[src/rtl/pipe_stage_skid_pkg.sv]
// Shared pipeline-stage types and per-stage control widths.
// Imported by the elastic stage register and its slot sub-module.
package riscv_pipe_pkg;

   typedef logic [1:0] occ_t;

   localparam int CTRL_W_IFID  = 4;
   localparam int CTRL_W_IDEX  = 12;
   localparam int CTRL_W_EXMEM = 8;
   localparam int CTRL_W_MEMWB = 4;

endpackage

[src/rtl/pipe_stage_skid_if.sv]
// Valid/ready beat channel carrying a payload and a control field.
// master drives the beat, slave returns ready.
interface pipe_stage_skid_if #(
   parameter int DATA_W = 32,
   parameter int CTRL_W = 8
);

   logic              valid;
   logic              ready;
   logic [DATA_W-1:0] data;
   logic [CTRL_W-1:0] ctrl;

   modport master (
      output valid,
      output data,
      output ctrl,
      input  ready
   );

   modport slave (
      input  valid,
      input  data,
      input  ctrl,
      output ready
   );

endinterface

[src/rtl/pipe_stage_skid_entry.sv]
// One pipeline slot: valid, payload and control with load/clear.
// Clear zeroes ctrl so an invalid slot never carries live control bits.
module pipe_entry #(
   parameter int DATA_W     = 32,
   parameter int CTRL_W     = 8,
   parameter bit CLEAR_DATA = 1'b0
) (
   input  logic              clk,
   input  logic              reset_n,
   input  logic              load,
   input  logic              clear,
   input  logic [DATA_W-1:0] d_data,
   input  logic [CTRL_W-1:0] d_ctrl,
   output logic              valid,
   output logic [DATA_W-1:0] data,
   output logic [CTRL_W-1:0] ctrl
);

   always_ff @(posedge clk or negedge reset_n) begin
      if (!reset_n) begin
         valid <= 1'b0;
         data  <= '0;
         ctrl  <= '0;
      end else if (clear) begin
         valid <= 1'b0;
         ctrl  <= '0;
         if (CLEAR_DATA)
            data <= '0;
      end else if (load) begin
         valid <= 1'b1;
         data  <= d_data;
         ctrl  <= d_ctrl;
      end
   end

endmodule

[src/rtl/pipe_stage_skid.sv]
// Elastic pipeline-stage register with a 2-entry skid buffer.
// in_ready comes only from skid state, so out_ready never reaches it.
module pipe_stage_skid
   import riscv_pipe_pkg::*;
#(
   parameter int DATA_W     = 32,
   parameter int CTRL_W     = 8,
   parameter bit CLEAR_DATA = 1'b0
) (
   input  logic                 clk,
   input  logic                 reset_n,
   input  logic                 flush,
   pipe_stage_skid_if.slave     up,
   pipe_stage_skid_if.master    dn,
   output occ_t                 occupancy
);

   logic              m_valid;
   logic              s_valid;
   logic [DATA_W-1:0] m_data;
   logic [DATA_W-1:0] s_data;
   logic [CTRL_W-1:0] m_ctrl;
   logic [CTRL_W-1:0] s_ctrl;

   logic              acc;
   logic              pop;
   logic              m_load;
   logic              m_clear;
   logic              m_from_skid;
   logic              s_load;
   logic              s_clear;
   logic [DATA_W-1:0] m_d_data;
   logic [CTRL_W-1:0] m_d_ctrl;

   assign up.ready = !s_valid;
   assign acc      = up.valid & up.ready;
   assign pop      = m_valid & dn.ready;

   // Skid is always older than a new input, so it wins the refill.
   assign m_from_skid = pop & s_valid;
   assign m_load  = !flush &
                    ((!m_valid & acc) | (pop & (s_valid | acc)));
   assign m_clear = flush | (pop & !s_valid & !acc);
   assign s_load  = !flush & acc & m_valid & !pop;
   assign s_clear = flush | m_from_skid;

   assign m_d_data = m_from_skid ? s_data : up.data;
   assign m_d_ctrl = m_from_skid ? s_ctrl : up.ctrl;

   pipe_entry #(
      .DATA_W     (DATA_W),
      .CTRL_W     (CTRL_W),
      .CLEAR_DATA (CLEAR_DATA)
   ) u_main (
      .clk     (clk),
      .reset_n (reset_n),
      .load    (m_load),
      .clear   (m_clear),
      .d_data  (m_d_data),
      .d_ctrl  (m_d_ctrl),
      .valid   (m_valid),
      .data    (m_data),
      .ctrl    (m_ctrl)
   );

   pipe_entry #(
      .DATA_W     (DATA_W),
      .CTRL_W     (CTRL_W),
      .CLEAR_DATA (CLEAR_DATA)
   ) u_skid (
      .clk     (clk),
      .reset_n (reset_n),
      .load    (s_load),
      .clear   (s_clear),
      .d_data  (up.data),
      .d_ctrl  (up.ctrl),
      .valid   (s_valid),
      .data    (s_data),
      .ctrl    (s_ctrl)
   );

   assign dn.valid  = m_valid;
   assign dn.data   = m_data;
   assign dn.ctrl   = m_ctrl;
   assign occupancy = occ_t'({1'b0, m_valid}) + occ_t'({1'b0, s_valid});

endmodule

[src/flat_wrapper.sv]
// flat-port wrapper written by rule: the top's interface ports become plain ports
module pipe_stage_skid_flat import riscv_pipe_pkg::*;
#(
   parameter int DATA_W     = 32,
   parameter int CTRL_W     = 8,
   parameter bit CLEAR_DATA = 1'b0
)
  (clk, reset_n, flush, occupancy, up_valid, up_data, up_ctrl, up_ready, dn_valid, dn_data, dn_ctrl, dn_ready);
  pipe_stage_skid_if #(.DATA_W(DATA_W), .CTRL_W(CTRL_W)) up_i ();
  pipe_stage_skid_if #(.DATA_W(DATA_W), .CTRL_W(CTRL_W)) dn_i ();
  input  logic clk;
  input  logic reset_n;
  input  logic flush;
  output occ_t occupancy;
  input wire logic [$bits(up_i.valid)-1:0] up_valid;
  input wire logic [$bits(up_i.data)-1:0] up_data;
  input wire logic [$bits(up_i.ctrl)-1:0] up_ctrl;
  output wire logic [$bits(up_i.ready)-1:0] up_ready;
  output wire logic [$bits(dn_i.valid)-1:0] dn_valid;
  output wire logic [$bits(dn_i.data)-1:0] dn_data;
  output wire logic [$bits(dn_i.ctrl)-1:0] dn_ctrl;
  input wire logic [$bits(dn_i.ready)-1:0] dn_ready;
  assign up_i.valid = up_valid;
  assign up_i.data = up_data;
  assign up_i.ctrl = up_ctrl;
  assign up_ready = up_i.ready;
  assign dn_valid = dn_i.valid;
  assign dn_data = dn_i.data;
  assign dn_ctrl = dn_i.ctrl;
  assign dn_i.ready = dn_ready;
  pipe_stage_skid #(.DATA_W(DATA_W), .CTRL_W(CTRL_W), .CLEAR_DATA(CLEAR_DATA)) u_core (.clk(clk), .reset_n(reset_n), .flush(flush), .up(up_i), .dn(dn_i), .occupancy(occupancy));
endmodule
[config.mk]
export PLATFORM = sky130hd
export DESIGN_NAME = pipe_stage_skid_flat
export DESIGN_NICKNAME = d
export VERILOG_FILES = /design/src/rtl/pipe_stage_skid_pkg.sv /design/src/rtl/pipe_stage_skid_if.sv /design/src/rtl/pipe_stage_skid_entry.sv /design/src/rtl/pipe_stage_skid.sv /design/src/flat_wrapper.sv
export SDC_FILE = /design/constraint.sdc
export NUM_CORES = 1
export LEC_CHECK = 0
export ABC_CLOCK_PERIOD_IN_PS = 2500
export CAP_MARGIN = 25
export CORE_UTILIZATION = 50
export DETAILED_ROUTE_END_ITERATION = 16
export GPL_ROUTABILITY_DRIVEN = 0
export PLACE_DENSITY_LB_ADDON = 0.15
export SYNTH_ARGS = -nofsm -noshare
export SYNTH_HDL_FRONTEND = slang
export SYNTH_SLANG_ARGS = --single-unit
[constraint.sdc]
create_clock -name clk -period 2.5 [get_ports clk]
set_clock_uncertainty 0.1 [all_clocks]
set_input_delay 0.5 -clock clk [delete_from_list [all_inputs] [get_ports clk]]
set_output_delay 0.5 -clock clk [all_outputs]
set_load 0.01 [all_outputs]
Word-level counts from Yosys, hierarchy flattened
Cells that the tools add are included.
Widths: inputs -> output; s select.
{ "totals": {"output_inout_bits": 44, "word_cells": 43, "ff_bits": 82} }
{ "classes": {"bitwise_logic": 17, "reduce_logical": 9, "n_addsub": 1, "mux": 10} }
{ "ops": {"columns": ["operator", "count"], "rows": [
  ["$mux 8", 5],
  ["$mux 32", 1],
  ["$and 1x1->1", 11],
  ["$logic_not 1->1", 5],
  ["$mux 1", 4],
  ["$or 1x1->1", 4],
  ["$reduce_and 2->1", 2],
  ["$reduce_bool 2->1", 2],
  ["$add 1x1->2", 1],
  ["$not 1->1", 2]
]} }

Depth between registers and ports, before layout
Gate-level depths: netlist of run 1.
{ "logic_depth": {"ltp_word": 8, "depth_mapped": 6} }

Modules after synthesis
From an unflattened synthesis of run 1, not the netlist that was laid out.
{ "hier_totals": {"cells_unflattened": 251, "hier_area_um2": 4067.7} }
{ "by_module_without_submodules": {"columns": ["mod", "area_per_inst_um2", "n_inst", "cells_per_inst"], "rows": [
  ["pipe_entry", 1724.2, 2, 98],
  ["pipe_stage_skid", 619.3, 1, 55]
]} }

Worst setup path after synthesis of run 1
No wires, ideal clock.
{ "synth_timing": {"path_type": "register to register", "from": "reg u_core.u_main.valid", "to": "reg u_core.u_main.data[0]", "t_arrival_ps": 1574, "path_stages_with_launch": 6, "setup_slack_ps": 701, "required_ps": 2275, "n_path_buf": 2, "period_less_slack_ps": 1799, "path_cell_list": "dfrtp_1 buf_2 nand2_1 a221oi_4 buf_6 mux2_2"} }
{ "synth_via": {"elab_chain_len": 6} }
{ "synth_lines": {"columns": ["item", "line", "source"], "rows": [
  ["from (decl)", "pipe_stage_skid_entry.sv:14", "output logic valid,"],
  ["from (signal assigned)", "pipe_stage_skid_entry.sv:21", "valid <= 1'b0;"],
  ["from (signal assigned)", "pipe_stage_skid_entry.sv:25", "valid <= 1'b0;"],
  ["from (signal assigned)", "pipe_stage_skid_entry.sv:30", "valid <= 1'b1;"],
  ["$and 1x1->1", "pipe_stage_skid.sv:37", "assign pop = m_valid & dn.ready;"],
  ["$and 1x1->1 (2 in a row)", "pipe_stage_skid.sv:43", "assign m_clear = flush | (pop & !s_valid & !acc);"],
  ["$or 1x1->1", "pipe_stage_skid.sv:43", null],
  ["$not 1->1 (no line)", null, null],
  ["$reduce_and 2->1 (no line)", null, null],
  ["to (signal assigned)", "pipe_stage_skid_entry.sv:31", "data <= d_data;"],
  ["to (decl)", "pipe_stage_skid_entry.sv:15", "output logic [DATA_W-1:0] data,"]
]} }
Several ways; a longest one is shown, not always the timed one.
A chain may end at the register's enable or synchronous reset.

Worst setup path in the final report of run 1
{ "layout_timing": {"from": "reg u_core.u_main.valid", "to": "out occupancy[0]"} }
{ "layout_via": {"elab_chain_len": 1} }
{ "layout_lines": {"columns": ["item", "line", "source"], "rows": [
  ["$add 1x1->2", "pipe_stage_skid.sv:85", "assign occupancy = occ_t'({1'b0, m_valid}) + occ_t'({1'b0, s_valid});"],
  ["to (decl)", "flat_wrapper.sv:14", "output occ_t occupancy;"]
]} }
No other way between the ends.

==> results.toml, run 1 <==
[die]
start_util = 0.5256
die_height_um = 90.25
io_pins = 89
rows = 31
placeableCoreArea_um2 = 7408
die_area_um2 = 8144
die_w_um = 90.25

[cts]
cts_resized = 0
clkTransAtPathRegs_ns = 0.08
clock-root-buffer = "clkbuf_8"
postCtsHoldBufs = 0
cts_tree = "done"
clock_latency_ns = 0.35
htreeDepth = 3
cts_setup_buffers = 0
cts_buffer_depth = 2
cts_buffers = 9
cts_sinks = 82

[detailed_routing]
drtPass1Iterations = 4
drc_errors = 0
wirelength_um = 7448
wl_per_cell_um = 14.81
vias_per_cell = 5.113
final_antenna_net_count = 0
vias = 2572
drtIter0Drc = 73

[final_layout]
syn_to_final_growth_pct = 31.81
layout-drive-gt1-share = 0.2574
fin_area_um2 = 5132
fin_util = 0.6928
n_antenna_cell = 0
fin_nets = 445

[synth]
synth_top_cell_area_share = 0.5270
ys_types = 24
synth-seq-cells = 82
syn-num-nets = 354
yosysMostFrequentCell = "dfrtp_1"
synth_largest_area_cell = "dfrtp_1"
synthCells = 308
synthFlopType = "dfrtp_1"
ys_top_cells_by_area = "dfrtp_1, mux2_2, mux2i_1"
ys_async_sr_fraction = 1.000
synth-edff-count = 0
avgSynthCellArea_um2 = 12.64
netlist_top_cells_count = "dfrtp_1, mux2_2, nand2_1"
seq_area_frac_synth = 0.5270
syn-cell-area_um2 = 3894
yosys_warnings = 0

[run]
cap_violations = 0

[timing]
fin_crit_sh = 0.9351
max_slew.worst_pin.slew_ns = 0.4314
slew_headroom = 0.7124
period_needed_ns = 2.338
final_max_slew_viol_count = 0
setup_viol = 0
hold_viol = 0
worst_slack_ns = 0.1622
hold_ws_ns = 0.06087
fmaxAchievable_ghz = 0.4278
rsz0062_at_grt = "no"
setup_tns_ns = 0

[min_path]
min-delay-path-class = "in -> async"

[grt]
grt_overflow_total = 0
antenna_found_initial = 0
grt_first_pass_wirelength_um = 12910
grt_max_degree = 83
grt_use_total = 0.2011
first_global_vias = 2667

[critical_path]
crit_chain = "ha_1, clkdlybuf4s50_1"
critPathKind = "reg -> out"
crit_required_ns = 1.90
cp_max_fo = 10
crit_path_end_kind = "primary output"
cpPeakStageDelay_ns = 0.53
slowest_stage = "clkdlybuf4s50_1"
critPathLaunchType = "flip-flop"
arrival_ns = 1.74

[power_and_ir_drop]
power_density_nw_per_um2 = 693.7
power.internal_w = 0.002629
ir_worst_vdd_uv = 349.9
p_switching_w = 0.0009314
netSwitchingFraction = 0.2616
p_comb_frac = 0.219
clockPowerShare = 0.294
seq_power_share = 0.487
leakage_nw = 2.277

[place]
postPlaceCellArea_um2 = 4915
dp_hpwl_um = 5014
portBuffers = 88
dpl_worst_slack_ns = 0.1329

[run_status]
status = "finished, final reports clean"
## path summary, 6_finish.rpt
check	slack, ns	start	end	depth (start not counted)
worst max register to register	0.58	u_core.u_main.valid$_DFFE_PN0P_	u_core.u_main.data[17]$_DFFE_PN0P_	4
worst max-delay path	0.16	u_core.u_main.valid$_DFFE_PN0P_	occupancy[0]	2
worst min register to register	0.40	u_core.u_main.data[2]$_DFFE_PN0P_	u_core.u_main.data[2]$_DFFE_PN0P_	1
min in group clk	0.40	u_core.u_main.data[2]$_DFFE_PN0P_	u_core.u_main.data[2]$_DFFE_PN0P_	1
worst min-delay path	0.06	reset_n	u_core.u_skid.data[22]$_DFFE_PN0P_	2
max in group asynchronous	1.90	reset_n	u_core.u_skid.ctrl[6]$_DFFE_PN0P_	2
## metrics by stage
stage                     std cells  power, W
after floorplan                 308  0.002104
after global placement          487  0.002510
after detailed placement        487  0.002549
after CTS                       503  0.003602
after global routing            503  0.003759
final                           503  0.003560
## logic make-up (layout without fill, tap and decap cells)
family	count (synthesis)	in the layout	synth area share
compound gates	23	23	0.05367
fa+ha+maj	1	1	0.003213
buf+inv	52	148	0.06876
flops	82	82	0.5270
mux	104	104	0.2905
simple gates	46	46	0.05688
## cells in the final DEF (no fill, tap or decap), drive strengths merged, types with 8 or more instances in the layout
master,netlist,final
clkbuf,0,10
dfrtp,82,82
a22o,8,8
o2bb2ai,8,8
buf,17,10
nand2,42,42
mux2,72,72
inv,34,35
clkdlybuf4s50,0,87
mux2i,32,32
## worst max-delay path, delay by kind of cell (launching register included)
kind,cells,cell delay (ns)
flops,1,0.52
buf+inv,1,0.53
fa+ha+maj,1,0.34
## final cells by class
cell class	instances	area, um^2
clock inverter	6	90.09
tap	99	123.9
inverter	35	131.4
clock buffer	10	127.6
sequential	82	2052
fill	556	2276
timing repair buffer	97	1033
multi-input combinational	174	1574
## registers in the layout, summed over array words and instances (netlist names)
signal,count
u_core.u_main.data,32
u_core.u_skid.ctrl,8
u_core.u_skid.data,32
u_core.u_main.ctrl,8
u_core.u_skid.valid,1
u_core.u_main.valid,1
## power groups by stage
stage,clock network (W),logic (W),registers [W]
after floorplan,0,0.000331,0.00177
after global placement,0,0.000765,0.00175
after detailed placement,0,0.000795,0.00175
after CTS,0.00107,0.000795,0.00173
after global routing,0.00114,0.000852,0.00177
final,0.00105,0.000780,0.00173
## routing by layer
metal	vias to the layer above	GRT usage	routed length (um)
met1	1291	0.2731	3441
met3	5	0.04653	286
met2	58	0.3238	3649
met5	-	0	0
met4	0	0.05645	71
li1	1218	-	-
(Power assumes the default switching activity.)
==> run 2: changes to the inputs <==
- GPL_TIMING_DRIVEN: default -> 0
==> run 2 against run 1 <==
Effect of this change: combinational power is 2% higher; first-iteration DRC count is 25% higher; maximum frequency is 7.3% higher; sequential share of layout area hardly changed; total power is 1.7% lower; setup slack better by 0.16 ns; wire length is 6.1% higher; largest power group unchanged.
==> results.toml, run 2 (same netlist as run 1, synthesis figures left out) <==
[detailed_routing]
wirelength_um = 7900
wl_per_cell_um = 15.46
final_antenna_net_count = 0
drc_errors = 0
drtPass1Iterations = 4
drtIter0Drc = 91
vias_per_cell = 5.072
vias = 2592

[critical_path]
crit_required_ns = 2.62
cp_max_fo = 10
cpPeakStageDelay_ns = 0.69
critPathKind = "in -> reg"
arrival_ns = 2.30
crit_path_end_kind = "flip-flop"
slowest_stage = "clkdlybuf4s50_1"
crit_chain = "clkdlybuf4s50_1, inv_2, a221oi_4, buf_6, mux2_2"
critPathLaunchType = "input pin"

[timing]
worst_slack_ns = 0.3222
slew_headroom = 0.6831
hold_viol = 0
setup_tns_ns = 0
setup_viol = 0
rsz0062_at_grt = "no"
final_max_slew_viol_count = 0
period_needed_ns = 2.178
fin_crit_sh = 0.8711
fmaxAchievable_ghz = 0.4592
max_slew.worst_pin.slew_ns = 0.4753

[place]
portBuffers = 88
dp_hpwl_um = 5459
dpl_worst_slack_ns = -0.04453
place_inst = 496

[cts]
cts_tree = "done"
clock_latency_ns = 0.34
clock-root-buffer = "clkbuf_8"
cts_setup_buffers = 0
cts_buffer_depth = 2
clkTransAtPathRegs_ns = 0.08
htreeDepth = 3
postCtsHoldBufs = 0
cts_sinks = 82
cts_resized = 0
cts_buffers = 9

[run_status]
status = "finished, final reports clean"

[grt]
grt.busiest_layer = "met2"
first_global_vias = 2786
grt_util_met2 = 0.3518
grt_first_pass_wirelength_um = 13790
grtUsageMet3 = 0.02961
grt_use_total = 0.2142
grt_max_degree = 50
groute.layer.met1.usage = 0.2931
antenna_found_initial = 0
grt_overflow_total = 0

[run]
cap_violations = 0

[die]
start_util = 0.5256
rows = 31
die_height_um = 90.25
die_area_um2 = 8144
die_w_um = 90.25
io_pins = 89
placeableCoreArea_um2 = 7408

[final_layout]
syn_to_final_growth_pct = 31.68
finalNonFillerCells = 511
n_antenna_cell = 0
final_common_cell = "clkdlybuf4s50_1"
layout-drive-gt1-share = 0.2718
reg_top3 = "u_core.u_main.data: 32 flops, u_core.u_skid.data: 32 flops"
fin_nets = 454
layout_common_cells = "clkdlybuf4s50_1, dfrtp_1, mux2_2, nand2_1, inv_1"
fin_util = 0.6921

[min_path]
min-delay-path-class = "in -> async"

[power_and_ir_drop]
power_density_nw_per_um2 = 682.9
leakage_nw = 2.295
ir_worst_vdd_uv = 380.3
## run 2: cell count changes in the layout (fill, tap and decap cells not counted)
cell,before,now
buf_12,7,0
clkbuf_8,9,12
buf_6,0,7
buf_16,0,1
bufinv_16,2,1
inv_6,1,0
clkinvlp_4,1,0
clkinv_4,1,0
buf_2,0,7
buf_4,3,4
## run 2: layout make-up
cell class	count	area, um^2
Clock inverter	2	35.03
Multi-Input combinational cell	174	1574
Fill cell	577	2281
Timing Repair Buffer	89	905.9
Buffer	17	136.4
Tap cell	99	123.9
Sequential cell	82	2052
Inverter	35	131.4
Clock buffer	13	168.9
## run 2: path summary, 6_finish.rpt
| check | endpoint | start | cells past startpoint | slack (ns) |
|---|---|---|---|---|
| worst max-delay path | u_core.u_main.data[0]$_DFFE_PN0P_ | dn_ready | 5 | 0.32 |
| worst min-delay path | u_core.u_main.data[21]$_DFFE_PN0P_ | reset_n | 1 | 0.009 |
| worst max register to register | u_core.u_main.data[0]$_DFFE_PN0P_ | u_core.u_skid.valid$_DFFE_PN0P_ | 5 | 0.60 |
| worst min register to register | u_core.u_main.data[2]$_DFFE_PN0P_ | u_core.u_main.data[2]$_DFFE_PN0P_ | 1 | 0.39 |
| max in group asynchronous | u_core.u_skid.data[1]$_DFFE_PN0P_ | reset_n | 2 | 1.69 |
| min in group clk | u_core.u_main.data[2]$_DFFE_PN0P_ | u_core.u_main.data[2]$_DFFE_PN0P_ | 1 | 0.39 |
## run 2: metrics by stage
| stage | total power, W | instance area (um^2) | hold slack [ns] |
|---|---|---|---|
| 6_report | 0.003502 | 5127 | 0.008629 |
| 5_1_grt | 0.003679 | 5127 | 0.04943 |
| 4_1_cts | 0.003536 | 5127 | 0.01614 |
| 3_5_place_dp | 0.002548 | 4923 | 0.3797 |
| 3_3_place_gp | 0.002505 | 4898 | 0.3712 |
| 2_1_floorplan | 0.002104 | 3894 | 0.1044 |
## run 2: worst max-delay path, delay by kind of cell
family / cells / cell delay [ns]
AOI/OAI and AO/OA: 1 / 0.44
muxes: 1 / 0.34
buffers and inverters: 3 / 1.00
## run 2: routing by layer
| metal | vias up | wire, um |
|---|---|---|
| li1 | 1232 | - |
| met1 | 1302 | 3730 |
| met2 | 52 | 3861 |
| met3 | 6 | 232 |
| met4 | 0 | 76 |
| met5 | - | 0 |
## run 2: power by group
group / switching [W] / internal, W / total, W / leakage [nW]
registers: 0.000135 / 0.00159 / 0.00172 / 0.973
clock network: 0.000448 / 0.000538 / 0.000986 / 0.106
logic: 0.000318 / 0.000478 / 0.000795 / 1.22
total: 0.000900 / 0.00260 / 0.00350 / 2.30
